===== config.mk =====
export PLATFORM = sky130hd
export DESIGN_NAME = bin_to_bcd_seq
export DESIGN_NICKNAME = d
export VERILOG_FILES = /design/src/rtl/bin_to_bcd_seq.sv
export SDC_FILE = /design/constraint.sdc
export NUM_CORES = 1
export LEC_CHECK = 0
export CAP_MARGIN = 20
export CELL_PAD_IN_SITES_DETAIL_PLACEMENT = 1
export CELL_PAD_IN_SITES_GLOBAL_PLACEMENT = 1
export CORE_ASPECT_RATIO = 1.75
export CORE_MARGIN = 2
export CORE_UTILIZATION = 42
export DETAILED_ROUTE_END_ITERATION = 8
export HOLD_SLACK_MARGIN = 0.03
export PLACE_DENSITY = 0.82
export SLEW_MARGIN = 10
export SYNTH_ARGS = -nofsm -noshare
export SYNTH_HDL_FRONTEND = slang
export SYNTH_SLANG_ARGS = --single-unit
export TNS_END_PERCENT = 50

===== constraint.sdc =====
create_clock -name clk -period 2.1 [get_ports clk]
set_clock_uncertainty 0.05 [all_clocks]
set_input_delay 0.42 -clock clk [delete_from_list [all_inputs] [get_ports clk]]
set_output_delay 0.42 -clock clk [all_outputs]
set_load 0.05 [all_outputs]

===== src/rtl/bin_to_bcd_seq.sv =====
// bin_to_bcd_seq: sequential shift-and-add-3 binary to packed BCD converter, one shift per cycle
// Ports:
//   clk       rising-edge clock
//   reset     asynchronous active-low reset
//   enable    1 = advance, 0 = freeze every register
//   start     begin a conversion of binary (sampled only while idle)
//   binary    BIN_W-bit value captured on an accepted start
//   busy      high while shifting
//   done      one-cycle pulse when bcd/overflow are updated
//   overflow  last value exceeded 10^DIGITS-1
//   bcd       packed BCD result, digit 0 (ones) in bcd[3:0]
module bin_to_bcd_seq #(
  parameter int BIN_W  = 8,
  parameter int DIGITS = 3
) (
  input  logic                  clk,
  input  logic                  reset,
  input  logic                  enable,
  input  logic                  start,
  input  logic [BIN_W-1:0]      binary,
  output logic                  busy,
  output logic                  done,
  output logic                  overflow,
  output logic [4*DIGITS-1:0]   bcd
);
  localparam int BW = 4*DIGITS;
  localparam int CW = $clog2(BIN_W+1);
  localparam logic [CW-1:0] LAST = CW'(BIN_W-1);
  typedef enum logic {IDLE, SHIFT} state_t;
  state_t state;
  logic [BIN_W-1:0] sreg;
  logic [BW-1:0] scratch, adj, nxt;
  logic ovf_acc, ovf_nxt;
  logic [CW-1:0] count;
  for (genvar i = 0; i < DIGITS; i++) begin : g_adj
    assign adj[4*i +: 4] = (scratch[4*i +: 4] >= 4'd5) ? scratch[4*i +: 4] + 4'd3 : scratch[4*i +: 4];
  end
  // A set bit leaving the top nibble means the value needs more digits than we have.
  assign nxt     = {adj[BW-2:0], sreg[BIN_W-1]};
  assign ovf_nxt = ovf_acc | adj[BW-1];
  always_ff @(posedge clk or negedge reset)
    if (!reset) begin
      state    <= IDLE;
      sreg     <= '0;
      scratch  <= '0;
      ovf_acc  <= 1'b0;
      count    <= '0;
      busy     <= 1'b0;
      done     <= 1'b0;
      overflow <= 1'b0;
      bcd      <= '0;
    end else if (enable) begin
      done <= 1'b0;
      if (state == IDLE) begin
        if (start) begin
          state   <= SHIFT;
          busy    <= 1'b1;
          sreg    <= binary;
          scratch <= '0;
          ovf_acc <= 1'b0;
          count   <= '0;
        end
      end else begin
        sreg    <= sreg << 1;
        scratch <= nxt;
        ovf_acc <= ovf_nxt;
        count   <= count + 1'b1;
        if (count == LAST) begin
          state    <= IDLE;
          busy     <= 1'b0;
          done     <= 1'b1;
          overflow <= ovf_nxt;
          bcd      <= ovf_nxt ? {DIGITS{4'h9}} : nxt;
        end
      end
    end
endmodule


Yosys cells after proc, flatten, opt, wreduce, memory -nomap -nowiden
Cells that the tools add are included.

word-level totals
  flip-flop bits (word level) = 41
  input bits = 12
  output and inout bits = 15
  logic and storage cells = 43

operators by class
  add/sub/neg operators = 4
  order comparisons = 3
  eq/ne operators = 2
  multiplexer cells = 20
  bitwise gates (word level) = 1
  reduce and logical (&&, ||, !) cells = 4

operators by type and width
  operator             number
  $mux 12              3
  $mux 4               5
  $mux 8               2
  $add 4x2->4 const B  3
  $ge 4x3->1 const B   3
  $mux 1               10
  $reduce_and 3->1     2
  $add 4x1->4 const B  1
  $eq 4x3->1 const B   1
  $ne 2x1->1 const B   1
  $reduce_and 2->1     1
  $reduce_bool 2->1    1
  $or 1x1->1           1

Longest topological paths before layout
Gate-level depths: netlist (run 1).

  word-level depth = 4
  gate-level depth with buffers = 6
  depth with buffers taken out = 6

Worst setup path before layout (run 1)
Ideal clock, no wire load.

  path kind = register -> register
  start = reg scratch[9]
  end = reg bcd[0]
  library setup time = 0.121 ns
  arrival time = 1.535 ns
  data required time = 1.929 ns
  setup slack = 0.394 ns
  stages on the path, launching flop included = 7
  buffers on the path = 0
  period minus slack after synthesis = 1.706 ns
  cell sequence = dfrtp_1 inv_1 ha_1 nand2b_1 nor3b_4 a2111o_1 o22a_1

between the ends
  longest elaborated chain between the ends = 4
  elaborated cells between the ends (all ways) = 5
  classes of those cells = 1 x add/sub; 1 x order compare; 2 x mux; 1 x bitwise

ends and longest elaborated chain
  item                                              line  text
  from (decl)                                       32    logic [BW-1:0] scratch, adj, nxt;
  from (signal assigned)                            65    scratch <= nxt;
  $add 4x2->4 / $ge 4x3->1 (equally long branches)  36    assign adj[4*i +: 4] = (scratch[4*i +: 4] >= 4'd5) ? scratch[4*i +: 4] + 4'd3 : scratch[4*i +: 4];
  $mux 4 *                                          36
  $or 1x1->1 *                                      40    assign ovf_nxt = ovf_acc | adj[BW-1];
  $mux 12 *                                         73    bcd <= ovf_nxt ? {DIGITS{4'h9}} : nxt;
  to (signal assigned)                              73
  to (decl)                                         24    output logic [4*DIGITS-1:0] bcd

Every way passes the cells marked *; elsewhere a longest branch is shown, timed or not.
A chain may end at the register's enable or synchronous reset.

Worst setup path after layout (run 1)
  start = reg busy
  end = out busy

RTL lines
  item                    line  text
  from (decl)             21    output logic busy,
  from (signal assigned)  48    busy <= 1'b0;
  from (signal assigned)  57    busy <= 1'b1;
  from (signal assigned)  70    busy <= 1'b0;

No word-level cell between the ends.

==> qor.yml, run 1 <==
grt:
  grt_start_max_net_pins: 31
  overflow: 0
  antenna_found_initial: 0
  first_global_vias: 1687
  grt_usage_pct: 19.9
  grt_pass1_wl_mm: 8.14
routing:
  viasPerCell: 5.59
  ant_nets: 0
  routed_wl_mm: 4.70
  first_iter_violations: 16
  drt_drc_violations_left: 0
  firstDrtPassIters: 4
  wl_per_cell_um: 16.9
  vias: 1555
die:
  num_io_pins: 27
  fp-row-count: 33
  die_w_um: 56.4
  dieArea_um2: 5390
  core_um2: 4670
  initial_utilization_pct: 43.2
  fp.dieH_um: 95.7
sta:
  min_period_ns: 1.96
  final_max_slew_viol_count: 0
  timing.fmax_mhz: 510
  setup_viol: 0
  relSlewSlack_pct: 65.1
  fin_crit_sh_pct: 93.4
  tightest_slew_ns: 0.522
  whs_ns: 0.0347
  fin_tns_setup_ns: 0
  rsz0062_at_grt: "false"
  hold_viol_final: 0
final_layout:
  layout-drive-gt1-share_pct: 11.9
  antenna_cells: 0
  fin_nets: 244
  syn_to_final_growth_pct: 22.0
synthesis:
  synth_area_um2: 2020
  ys.warnings.count: 0
  synth_area_per_cell_um2: 10.6
  synth.distinct_cells: 36
  ys.flop_type: "dfrtp_1"
  ys_seq_area_share_pct: 50.9
  ys_ff_latch: 41
  synthArstFlopShare_pct: 100
  syn_inst: 191
  synth_fp_nets: 210
  synth-edff-count: 0
power:
  p_per_area_nw_per_um2: 1440
  power.leakage_uw: 0.00110
  power.total_uw: 3550
  irDropWorstVdd_uv: 749
setup_path:
  crit_family: "buffers and inverters"
  crit_required_ns: 1.63
  worstSetupEndpointType: "output port"
  r2r_setup_slack_ns: 0.17
  path_cells: "clkdlybuf4s50_1"
  slowest_delay_ns: 0.81
  cp_slowest_cell: "clkdlybuf4s50_1"
  crit_fanout: 3
  critPathArrivalTime_ns: 1.49
  worstSetupStartpointType: "register"
  critPathBufInv: 1
  crit_type: "register to output port"
worst_hold_path:
  hold_class: "primary input to asynchronous set/reset pin"
placement:
  place_hpwl_mm: 3.56
  gp_congestion: 0.745
  port-buffer-count: 26
cts:
  cts_resized: 0
  cts_max_level: 2
  clk_path_buf_depth: 2
  clk_pin_slew_ns: 0.08
  cts_buffers: 5
  root_buffer: "clkbuf_8"
  cts_tree: "done"
  cts.sinks: 41
  clk-insertion-delay-late_ns: 0.30
outcome:
  status: "completed"
run:
  drv_cap: 0
==> placed cells by master, fill, tap and decap left out, types with 7 or more instances in the layout <==
cell | netlist | routed
a21oi_1 | 7 | 7
a22o_1 | 8 | 8
buf_4 | 3 | 9
clkdlybuf4s50_1 | 0 | 25
dfrtp_1 | 41 | 41
ha_1 | 7 | 7
inv_1 | 8 | 8
mux2i_1 | 7 | 7
nand2_1 | 22 | 22
nor2_1 | 9 | 9
o21ai_0 | 28 | 27
==> layer usage <==
| layer | vias to the layer above | global-route usage (%) | part of all wire, % |
|---|---|---|---|
| met1 | 772 | 22.3 | 41 |
| met2 | 27 | 36.7 | 55 |
| met3 | 5 | 3.80 | 2.6 |
| met4 | 0 | 7.54 | 1.3 |
| met5 | - | 0 | 0 |
| li1 | 751 | - | - |
==> where the power goes <==
part	switching [uW]	total, uW	internal, uW
sequential	306	1390	1080
clock	279	510	231
combinational	959	1650	691
==> kinds of logic (layout without fill, tap and decap cells) <==
family,count (synthesis),count (layout),synth area share [%]
buf+inv,17,52,3.78
compound gates,65,65,23.0
simple gates,50,50,12.7
flops,41,41,50.9
xor+xnor,3,3,1.30
fa+ha+maj,7,7,4.34
mux,8,8,4.03
==> per-stage QoR <==
step	cell area (um2)	utilization (%)	instances	setup WS, ns
global placement	2380	51.0	270	0.103
floorplan	2020	-	191	0.394
CTS	2460	52.7	278	0.0309
detailed placement	2380	51.0	270	0.0332
global route	2460	52.7	278	0.0128
finish	2460	52.7	278	0.140
==> Yosys cell counts, drive strengths merged, types with 4 or more instances <==
| cell type | n | area share, % |
|---|---|---|
| dfrtp | 41 | 51 |
| o21ai | 30 | 8.0 |
| nand2 | 23 | 4.4 |
| nor2 | 9 | 1.7 |
| a22o | 8 | 3.5 |
| inv | 8 | 1.5 |
| a21oi | 7 | 1.7 |
| ha | 7 | 4.3 |
| mux2i | 7 | 3.5 |
| clkbuf | 5 | 0.93 |
| a211oi | 4 | 1.5 |
| a21o | 4 | 1.5 |
| buf | 4 | 1.4 |
==> flip-flops by register name (all words and copies together), names as in the netlist <==
| register | cells |
|---|---|
| state | 1 |
| overflow | 1 |
| count | 4 |
| done | 1 |
| ovf_acc | 1 |
| scratch | 12 |
| busy | 1 |
| sreg | 8 |
| bcd | 12 |
==> final cells by class <==
cell class / instances / area, um2
multi-input cells: 133 / 915
clock buffers: 6 / 72.6
clock inverters: 2 / 10.0
repair buffers: 36 / 343
well taps: 52 / 65.1
fillers: 520 / 2200
flip-flops and latches: 41 / 1030
inverters: 8 / 30.0
==> path summary, 6_finish.rpt <==
path                            startpoint     endpoint  cells after the start
min in group clk                   sreg[2]      sreg[2]                      2
worst max register to register  scratch[8]       bcd[0]                      6
worst min-delay path                 reset      sreg[0]                      1
worst max-delay path                  busy         busy                      1
max in group asynchronous            reset  scratch[11]                      2
worst min register to register     sreg[2]      sreg[2]                      2
==> repair_timing <==
action / 4_1_cts / 5_1_grt
buffers inserted: 0 / 0
hold buffers: 0 / 0
endpoints found under the setup margin: 0 / 11
hold endpoints to repair: 0 / 0
Power figures use the tool's default switching activity.
==> run 2, diff against run 1 <==
--- a/config.mk
+++ b/config.mk
@@ -6,14 +6,12 @@
 export NUM_CORES = 1
 export LEC_CHECK = 0
 export CAP_MARGIN = 20
-export CELL_PAD_IN_SITES_DETAIL_PLACEMENT = 1
-export CELL_PAD_IN_SITES_GLOBAL_PLACEMENT = 1
 export CORE_ASPECT_RATIO = 1.75
 export CORE_MARGIN = 2
-export CORE_UTILIZATION = 42
+export CORE_UTILIZATION = 54
 export DETAILED_ROUTE_END_ITERATION = 8
 export HOLD_SLACK_MARGIN = 0.03
-export PLACE_DENSITY = 0.82
+export PLACE_DENSITY = 0.83
 export SLEW_MARGIN = 10
 export SYNTH_ARGS = -nofsm -noshare
 export SYNTH_HDL_FRONTEND = slang
==> qor.yml, run 2 (synthesis gave the netlist of run 1 again) <==
outcome:
  status: "completed"
cts:
  cts_hold_buf: 0
  cts_max_level: 2
  clk_path_buf_depth: 2
  cts.sinks: 41
  cts_tree: "done"
  cts_buffers: 5
  clk-insertion-delay-late_ns: 0.29
  clk_pin_slew_ns: 0.08
  root_buffer: "clkbuf_8"
sta:
  hold_viol_final: 0
  min_period_ns: 1.95
  fin_tns_setup_ns: 0
  final_max_slew_viol_count: 0
  relSlewSlack_pct: 65.1
  fin_crit_sh_pct: 92.7
  rsz0062_at_grt: "false"
  timing.fmax_mhz: 514
  tightest_slew_ns: 0.523
  setup_viol: 0
setup_path:
  worstSetupEndpointType: "output port"
  cp_slowest_cell: "clkdlybuf4s50_1"
  reg2reg_depth: 6
  critPathBufInv: 1
  path_cells: "clkdlybuf4s50_1"
  critPathArrivalTime_ns: 1.48
  crit_family: "buffers and inverters"
  crit_required_ns: 1.63
  slowest_delay_ns: 0.81
  crit_fanout: 2
  worstSetupStartpointType: "register"
  crit_cells: 1
  crit_type: "register to output port"
grt:
  overflow: 0
  antenna_found_initial: 0
  first_global_vias: 1542
  grt_start_max_net_pins: 42
  grt_pass1_wl_mm: 6.89
  grt_usage_pct: 21.3
power:
  power.total_uw: 3520
  p_per_area_nw_per_um2: 1440
  power.leakage_uw: 0.00110
  p_comb_share_pct: 45.3
  clkPwrFrac_pct: 15.2
  intPower_uw: 2020
  p_sw_share_pct: 42.5
  irDropWorstVdd_uv: 978
  seqPwrFrac_pct: 39.6
  power_switching_uw: 1500
die:
  die_w_um: 50.2
  dieArea_um2: 4260
  initial_utilization_pct: 56.1
  core_um2: 3590
  fp-row-count: 29
  num_io_pins: 27
  fp.dieH_um: 84.8
routing:
  drt_drc_violations_left: 0
  wl_per_cell_um: 14.3
  firstDrtPassIters: 4
  vias: 1566
  ant_nets: 0
  routed_wl_mm: 3.88
  first_iter_violations: 30
  viasPerCell: 5.78
worst_hold_path:
  hold_class: "primary input to asynchronous set/reset pin"
final_layout:
  syn_to_final_growth_pct: 21.3
  fin_nets: 243
  final_cell_mix: "dfrtp_1, o21ai_0, clkdlybuf4s50_1"
  final_common_cell: "dfrtp_1"
  nFillCells: 281
  layout-drive-gt1-share_pct: 12.0
  top_regs: "bcd x12, scratch x12, sreg x8"
  antenna_cells: 0
placement:
  place_hpwl_mm: 2.90
  port-buffer-count: 26
  gp_congestion: 0.768
run:
  drv_cap: 0
[run 2: cell types whose count changed in the layout (fill, tap and decap cells not counted), sizes merged]
cell	change
buf	-1
[run 2: timing repair]
| action | 4_1_cts | 5_1_grt |
|---|---|---|
| endpoints found under the setup margin | 0 | 2 |
| gates resized for setup | 0 | 0 |
| endpoints found under the hold margin | 0 | 0 |
| buffers inserted | 0 | 0 |
[run 2: layout make-up]
class | count | area (um2) | share of cell area [%]
sequential | 41 | 1030 | 41.9
multi-input combinational | 133 | 915 | 37.4
timing repair buffer | 35 | 323 | 13.2
clock buffer | 6 | 82.6 | 3.37
tap | 46 | 57.6 | 2.35
inverter | 8 | 30.0 | 1.23
clock inverter | 2 | 13.8 | 0.562
[run 2: worst paths after layout]
check,from,to,slack (ns)
worst max-delay path,bcd[0],bcd[0],0.15
worst min-delay path,reset,bcd[10],0.13
worst max register to register,scratch[8],bcd[9],0.17
worst min register to register,sreg[1],sreg[1],0.44
max in group asynchronous,reset,sreg[2],1.50
min in group clk,sreg[1],sreg[1],0.44
[run 2: power by group through the flow]
stage / combinational (uW) / sequential, uW / clock (uW)
finish: 1590 / 1390 / 534
global route: 1760 / 1440 / 581
CTS: 1610 / 1390 / 548
detailed placement: 1610 / 1410 / 0
global placement: 1560 / 1390 / 0
floorplan: 929 / 1620 / 0
[run 2: worst register-to-register path, cell delays in order (launching register included)]
cell       delay (ns)
dfrtp_1          0.45
inv_1            0.12
ha_1             0.22
nand2b_1         0.12
nor3b_4          0.20
a2111oi_4        0.48
a32o_1           0.23
[run 2: routing by layer]
| layer | global-route usage [%] | up-vias | share of wire, % |
|---|---|---|---|
| met2 | 37.2 | 37 | 55 |
| met5 | 0 | - | 0 |
| met1 | 23.8 | 765 | 39 |
| li1 | - | 751 | - |
| met4 | 12.9 | 0 | 3.2 |
| met3 | 2.99 | 13 | 2.8 |
[run 2: metrics by stage]
step,cells,hold slack [ns],utilization (%),cell area [um2],setup WS (ns)
2_1_floorplan,191,0.0744,-,2020,0.394
3_3_place_gp,263,0.417,65.4,2350,0.114
3_5_place_dp,263,0.427,65.4,2350,0.0703
4_1_cts,271,0.145,68.1,2450,0.104
5_1_grt,271,0.170,68.1,2450,0.0495
6_report,271,0.135,68.1,2450,0.153
==> run 3, diff against run 2 <==
==> constraint.sdc (replaced) <==
create_clock -name clk -period 2.1 [get_ports clk]
set_clock_uncertainty 0.05 [all_clocks]
set_input_delay 0.525 -clock clk [delete_from_list [all_inputs] [get_ports clk]]
set_output_delay 0.525 -clock clk [all_outputs]
set_load 0.05 [all_outputs]
==> qor.yml, run 3 (synthesis gave the netlist of run 1 again) <==
power:
  irDropWorstVdd_uv: 947
  power_switching_uw: 1520
  clkPwrFrac_pct: 16.8
  p_per_area_nw_per_um2: 1470
  intPower_uw: 2100
  power.leakage_uw: 0.00112
  p_sw_share_pct: 41.9
  p_comb_share_pct: 44.6
  seqPwrFrac_pct: 38.6
setup_path:
  cp_slowest_cell: "clkdlybuf4s50_1"
  crit_required_ns: 1.52
  worstSetupEndpointType: "output port"
  reg2reg_depth: 6
  critPathBufInv: 1
  crit_type: "register to output port"
  slowest_delay_ns: 0.80
  path_cells: "clkdlybuf4s50_1"
  worstSetupStartpointType: "register"
  crit_cells: 1
  critPathArrivalTime_ns: 1.47
  crit_fanout: 2
  crit_family: "buffers and inverters"
placement:
  gp_congestion: 0.792
  port-buffer-count: 26
  place_hpwl_mm: 2.92
  placed_area_um2: 2350
  post-place-ws_ns: 0.00208
cts:
  cts_resized: 0
  cts.sinks: 41
  cts_hold_buf: 0
  cts_buffers: 5
  post-cts-setup-buffers: 0
  clk_pin_slew_ns: 0.08
  clk-insertion-delay-late_ns: 0.30
  cts_tree: "done"
  clk_path_buf_depth: 2
  cts_max_level: 2
  root_buffer: "clkbuf_8"
outcome:
  status: "completed"
grt:
  antenna_found_initial: 0
  first_global_vias: 1627
  use_met3_pct: 4.58
  overflow: 0
  grt_use_met1_pct: 24.6
  grt-busiest-layer: "met2"
  grt_usage_pct: 22.8
  grt_pass1_wl_mm: 7.36
  use_met2_pct: 40.0
  grt_start_max_net_pins: 42
sta:
  timing.fmax_mhz: 490
  min_period_ns: 2.04
  setup_viol: 0
  final_max_slew_viol_count: 0
  hold_viol_final: 0
  worst_slack_ns: 0.0594
  tightest_slew_ns: 0.516
  relSlewSlack_pct: 65.6
  fin_tns_setup_ns: 0
  rsz0062_at_grt: "false"
  whs_ns: 0.220
  fin_crit_sh_pct: 97.2
final_layout:
  syn_to_final_growth_pct: 21.8
  antenna_cells: 0
  fin_nets: 244
  nFillCells: 275
  top_regs: "bcd x12, scratch x12, sreg x8"
  layout-drive-gt1-share_pct: 15.1
  final_common_cell: "dfrtp_1"
  stdcell_area_um2: 2460
  final_cell_mix: "dfrtp_1, o21ai_0, nand2_1"
die:
  core_um2: 3590
  dieArea_um2: 4260
  num_io_pins: 27
  die_w_um: 50.2
  initial_utilization_pct: 56.1
  fp.dieH_um: 84.8
  fp-row-count: 29
routing:
  wl_per_cell_um: 15.5
  viasPerCell: 5.88
  firstDrtPassIters: 5
  first_iter_violations: 42
  ant_nets: 0
  routed_wl_mm: 4.20
  vias: 1594
  drt_drc_violations_left: 0
run:
  drv_cap: 0
worst_hold_path:
  hold_class: "primary input to asynchronous set/reset pin"
-- run 3: path summary, 6_finish.rpt --
path	from	to	slack, ns
min in group clk	sreg[3]	sreg[3]	0.43
setup / recovery	bcd[5]	bcd[5]	0.06
hold reg to reg	sreg[3]	sreg[3]	0.43
setup reg to reg	scratch[8]	bcd[7]	0.11
max in group asynchronous	reset	sreg[2]	1.42
hold / removal	reset	bcd[9]	0.22
-- run 3: layout make-up --
type	count	area [um2]	share of cell area [%]
flip-flops and latches	41	1030	41.8
clock buffers	5	68.8	2.80
inverters	8	30.0	1.22
repair buffers	36	325	13.2
clock inverters	2	35.0	1.43
well taps	46	57.6	2.34
multi-input cells	133	915	37.2
-- run 3: routing by layer --
metal,share of wire [%],up-vias
li1,-,752
met1,38,783
met2,56,46
met3,3.2,13
met4,2.6,0
met5,0,-
-- run 3: worst register-to-register path: stages, from the launching register on --
cell,delay [ns]
dfrtp_1,0.45
inv_1,0.12
ha_1,0.21
nand2b_1,0.11
nor3b_4,0.19
a2111oi_4,0.55
a31oi_1,0.16
-- run 3: power groups by stage --
stage	clock network, uW	registers (uW)	logic [uW]
2_1_floorplan	0	1620	929
3_3_place_gp	0	1390	1560
3_5_place_dp	0	1410	1600
4_1_cts	619	1390	1630
5_1_grt	650	1440	1780
6_report	609	1400	1610
-- run 3: through the flow --
stage / instances / power (uW) / utilization [%]
6_report: 271 / 3620 / 68.4
4_1_cts: 271 / 3640 / 68.4
3_3_place_gp: 264 / 2950 / 65.5
2_1_floorplan: 191 / 2550 / -
5_1_grt: 271 / 3870 / 68.4
3_5_place_dp: 264 / 3010 / 65.5
